### config.mk
export PLATFORM = sky130hd
export DESIGN_NAME = hex_word_ascii_tx
export DESIGN_NICKNAME = d
export VERILOG_FILES = /design/src/rtl/hex_word_ascii_tx.sv
export SDC_FILE = /design/constraint.sdc
export NUM_CORES = 1
export LEC_CHECK = 0
export CAP_MARGIN = 20
export CORE_MARGIN = 1
export CORE_UTILIZATION = 46
export CTS_CLUSTER_DIAMETER = 200
export DETAILED_ROUTE_END_ITERATION = 12
export PLACE_DENSITY = 0.79
export SETUP_SLACK_MARGIN = 0.2
export SLEW_MARGIN = 0
export SYNTH_ARGS = -nofsm -noshare
export SYNTH_HDL_FRONTEND = slang
export SYNTH_SLANG_ARGS = --single-unit
### constraint.sdc
create_clock -name clk -period 1.75 [get_ports clk]
set_clock_uncertainty 0.2 [all_clocks]
set_input_delay 0.2625 -clock clk [delete_from_list [all_inputs] [get_ports clk]]
set_output_delay 0.2625 -clock clk [all_outputs]
set_load 0.01 [all_outputs]
### src/rtl/hex_word_ascii_tx.sv
// Serializes one DATA_W-bit word into ASCII hex text ("0x", digits MSB first, CR LF), one byte per handshake.
// Latency: first character valid the cycle after the word is accepted; one character per cycle when out_ready is high.
// Backpressure: out_valid && !out_ready freezes state and holds out_char/out_last; new words only accepted in IDLE.
module hex_word_ascii_tx #(
    parameter int DATA_W     = 32,
    parameter int LOWER_CASE = 0,
    parameter int PREFIX_EN  = 1,
    parameter int EOL_EN     = 1
) (
    input  logic              clk,
    input  logic              rst,
    input  logic              in_valid,
    output logic              in_ready,
    input  logic [DATA_W-1:0] in_data,
    output logic              out_valid,
    input  logic              out_ready,
    output logic [7:0]        out_char,
    output logic              out_last,
    output logic              busy
);

    localparam int NDIG = DATA_W / 4;
    localparam int CW   = (NDIG > 1) ? $clog2(NDIG) : 1;

    // The last digit carries out_last only when no CR/LF follows it.
    localparam logic DIGIT_ENDS_WORD = (EOL_EN == 0);

    typedef enum logic [2:0] {
        S_IDLE,
        S_PFX0,
        S_PFX1,
        S_DIGIT,
        S_CR,
        S_LF
    } state_t;

    state_t            state;
    logic [DATA_W-1:0] sr;
    logic [CW-1:0]     cnt;
    logic [DATA_W-1:0] sr_shl;
    logic              consume;

    // Nibble to ASCII; 'A' - 10 = 8'h37, 'a' - 10 = 8'h57.
    function automatic logic [7:0] hex_char(input logic [3:0] n);
        if (n < 4'd10) begin
            return 8'h30 + {4'h0, n};
        end else if (LOWER_CASE != 0) begin
            return 8'h57 + {4'h0, n};
        end else begin
            return 8'h37 + {4'h0, n};
        end
    endfunction

    assign sr_shl   = sr << 4;
    assign consume  = out_valid && out_ready;
    assign in_ready = (state == S_IDLE) && !rst;
    assign busy     = (state != S_IDLE);

    // Character FSM: state names the character currently presented on out_char.
    always_ff @(posedge clk) begin
        if (rst) begin
            state     <= S_IDLE;
            sr        <= '0;
            cnt       <= '0;
            out_valid <= 1'b0;
            out_char  <= 8'h00;
            out_last  <= 1'b0;
        end else begin
            case (state)
                S_IDLE: begin
                    if (in_valid && in_ready) begin
                        sr        <= in_data;
                        cnt       <= CW'(NDIG - 1);
                        out_valid <= 1'b1;
                        if (PREFIX_EN != 0) begin
                            state    <= S_PFX0;
                            out_char <= 8'h30;
                            out_last <= 1'b0;
                        end else begin
                            state    <= S_DIGIT;
                            out_char <= hex_char(in_data[DATA_W-1 -: 4]);
                            out_last <= (NDIG == 1) && DIGIT_ENDS_WORD;
                        end
                    end
                end
                S_PFX0: begin
                    if (consume) begin
                        state    <= S_PFX1;
                        out_char <= 8'h78;
                    end
                end
                S_PFX1: begin
                    if (consume) begin
                        state    <= S_DIGIT;
                        out_char <= hex_char(sr[DATA_W-1 -: 4]);
                        out_last <= (NDIG == 1) && DIGIT_ENDS_WORD;
                    end
                end
                S_DIGIT: begin
                    if (consume) begin
                        sr <= sr_shl;
                        if (cnt == CW'(0)) begin
                            if (EOL_EN != 0) begin
                                state    <= S_CR;
                                out_char <= 8'h0D;
                                out_last <= 1'b0;
                            end else begin
                                state     <= S_IDLE;
                                out_valid <= 1'b0;
                                out_char  <= 8'h00;
                                out_last  <= 1'b0;
                            end
                        end else begin
                            cnt      <= cnt - CW'(1);
                            out_char <= hex_char(sr_shl[DATA_W-1 -: 4]);
                            out_last <= (cnt == CW'(1)) && DIGIT_ENDS_WORD;
                        end
                    end
                end
                S_CR: begin
                    if (consume) begin
                        state    <= S_LF;
                        out_char <= 8'h0A;
                        out_last <= 1'b1;
                    end
                end
                S_LF: begin
                    if (consume) begin
                        state     <= S_IDLE;
                        out_valid <= 1'b0;
                        out_char  <= 8'h00;
                        out_last  <= 1'b0;
                    end
                end
                default: begin
                    state     <= S_IDLE;
                    out_valid <= 1'b0;
                    out_char  <= 8'h00;
                    out_last  <= 1'b0;
                end
            endcase
        end
    end

endmodule

==> impl_metrics.json <==
{
  "slew_headroom": 0.6631,
  "fp.dieW_um": 74.70,
  "initial_core_util": 0.4760,
  "dieArea_sq_mm": 0.005579,
  "gp_congestion": 0.8122,
  "crit_type": "flip-flop to flip-flop",
  "cp_slowest_cell": "or4b_4",
  "violations": "setup timing",
  "outcome": "complete, but fails checks",
  "critPathRequiredTime_ns": 1.78,
  "async_reset_ff_frac": 0,
  "antenna_found_initial": 0,
  "rrSetupSlack_ns": -0.15,
  "finalCriticalPeriod_ns": 1.900,
  "holdPathEnd": "out_char[0]",
  "syn_inst": 311,
  "num_vias": 2481,
  "rows": 26,
  "synthesis.nets": 351,
  "fin_util": 0.6825,
  "finalSetupViolCount": 35,
  "htree_levels": 2,
  "hp-class": "flip-flop to flip-flop",
  "setup_ws_ns": -0.1496,
  "grt_start_max_net_pins": 46,
  "yosys.area.top_type_share": 0.3870,
  "die_h_um": 74.70,
  "first_global_vias": 2408,
  "clk-insertion-delay-late_ns": 0.30,
  "clk_pin_slew_ns": 0.09,
  "hpwl_mm": 3.913,
  "ir_drop_uv": 542.1,
  "hold_violations": 0,
  "dr.first_iter.drc_count": 138,
  "antenna_left": 0,
  "area_growth_pct": 43.39,
  "start_kind": "flip-flop",
  "min_period_over_period": 1.086,
  "cts_tree": "built",
  "worstPathMaxFanout": 6,
  "reg2reg_from": "state[1]",
  "rsz0062_at_grt": "yes",
  "io_buffers": 46,
  "synth_area_sq_mm": 0.002431,
  "antennaDiodeCount": 0,
  "via_per_inst": 5.626,
  "synth-edff-count": 0,
  "endpoint_kind": "flip-flop",
  "hold_depth": 1,
  "reg2reg_to": "sr[0]",
  "preCtsSetupSlack_ns": -0.5680,
  "worst_slew_pin_slew_ns": 0.5053,
  "avgSynthCellArea_sq_um": 7.817,
  "p_leak_uw": 0.001351,
  "drc": 0,
  "clock-sinks": 47,
  "wl_mm": 6.325,
  "grt_first_pass_wirelength_mm": 10.20,
  "seq_area_sq_um": 949.7,
  "cp.arrival_ns": 1.93,
  "timing.fmax_mhz": 526.4,
  "nNetsFinal": 410,
  "multi_input_area_sq_mm": 0.001459,
  "ys_seq_area_frac": 0.3870,
  "drtPass1Iterations": 4,
  "grtUsageTotal": 0.2328,
  "numCtsBuffers": 5,
  "io_pins": 48,
  "rr_worst_depth": 6,
  "hold_start": "out_char[0]",
  "hold_buffers": 0,
  "critPathMaxStageDelay_ns": 0.54,
  "dpl_cell_area_sq_mm": 0.003079,
  "drv_cap": 0,
  "core_area_sq_mm": 0.005107,
  "netlist-cell-type-count": 47,
  "final_cell_mix": "64 x nand2_1, 42 x dfxtp_1, 35 x nor2_1, 32 x clkdlybuf4s50_1, 27 x a311oi_1",
  "cts_max_path_buffers": 2,
  "p_per_area_mw_per_mm2": 802.8,
  "cts-root-buf": "clkbuf_8",
  "final_common_cell": "nand2_1",
  "post_route_cells_drive_above_1_share": 0.1860,
  "maxSlewViolCount": 0,
  "synth.area.top_cells": "dfxtp_1 39%, a311oi_1 10%, nand2_1 10%",
  "yosys.area.top_type": "dfxtp_1",
  "fin_area_sq_mm": 0.003486,
  "cp_cell_sequence": "or4b_4, a21oi_4, buf_6, buf_16, nand3_1, a21oi_1",
  "ys_warn_count": 0,
  "grt-ovfl-total": 0,
  "ys_ff_latch": 47,
  "fillers": 429,
  "drt-wirelength-per-cell_um": 14.34,
  "synth_ff_type": "dfxtp_1"
}
==> where the power goes <==
part,switching (uW),internal (uW),total [uW]
combinational,301,333,634
clock,381,570,950
sequential,60.5,1150,1210
==> registers in the layout (all words and copies together), names as in the netlist <==
signal     cells
out_last       1
sr            32
cnt            3
state          3
out_char       7
out_valid      1
==> synth_stat cells (3+ instances only) <==
library cell  number
ha_1               4
clkbuf_1          17
a22o_1             4
dfxtp_1           47
a211o_1            3
nor2_1            37
or3_1              3
buf_4              4
a311oi_1          28
o21a_1             4
o21ai_0            7
buf_2              5
a32o_1             3
a21oi_1           12
inv_1              7
nand2b_1          10
nand2_1           65
nor3_1             6
nand3_1            8
a21o_1             3
==> worst max-delay path, delay by kind of cell (launching register included) <==
family | cells | cell delay, ns
AND/OR/NAND/NOR | 2 | 0.62
flip-flops | 1 | 0.33
buffers and inverters | 2 | 0.31
AO/OA/AOI/OAI | 2 | 0.36
==> per-stage QoR <==
step           cells  hold WS [ns]  power [uW]  TNS, ns
5_1_grt          441        0.2936        2919   -4.796
3_3_place_gp     424        0.2481        1768   -19.45
6_report         441        0.2646        2798   -2.699
4_1_cts          435        0.2680        2765   -1.888
2_1_floorplan    311        0.2100        1554   -1.030
3_5_place_dp     424        0.2526        1787   -20.68
==> cells by family after synthesis <==
kind of cell,after synthesis,share of synthesized area
AOI/OAI and AO/OA,82,0.2651
xor gates and xnor gates,2,0.007207
adders and majority gates,4,0.02059
buffers and inverters,34,0.06124
DFF,47,0.3870
muxes,1,0.004118
other,1,0.001543
and+or+nand+nor,140,0.2532
==> worst max path at each step <==
stage              from  endpoint  slack [ns]
4_1_cts        state[1]     sr[2]       -0.10
3_3_place_gp   in_valid    sr[14]       -0.51
6_report       state[1]     sr[0]       -0.15
2_1_floorplan  state[1]     sr[2]       -0.04
5_1_grt        state[1]     sr[4]       -0.21
3_5_place_dp   in_valid     sr[6]       -0.57
==> layout make-up <==
class	count	area share
multi-input cells	230	0.4185
flip-flops and latches	47	0.2724
repair buffers	79	0.2373
well taps	70	0.02513
clock buffers	5	0.01974
clock inverters	3	0.01938
inverters	7	0.007538
==> metal layers <==
metal,up-vias,global-route usage,routed length [um]
li1,1230,-,-
met1,1184,0.2692,2721
met2,59,0.4404,3333
met3,8,0.03347,200
met4,0,0.07128,70
met5,-,0,0
==> timing repair <==
item | CTS | global route
setup buffers | 1 | 4
gates cloned | 2 | 2
endpoints found under the hold margin | 0 | 0
endpoints found under the setup margin | 56 | 47
pin swaps | 4 | 2
resized for setup | 40 | 15
Power figures use the tool's default switching activity.
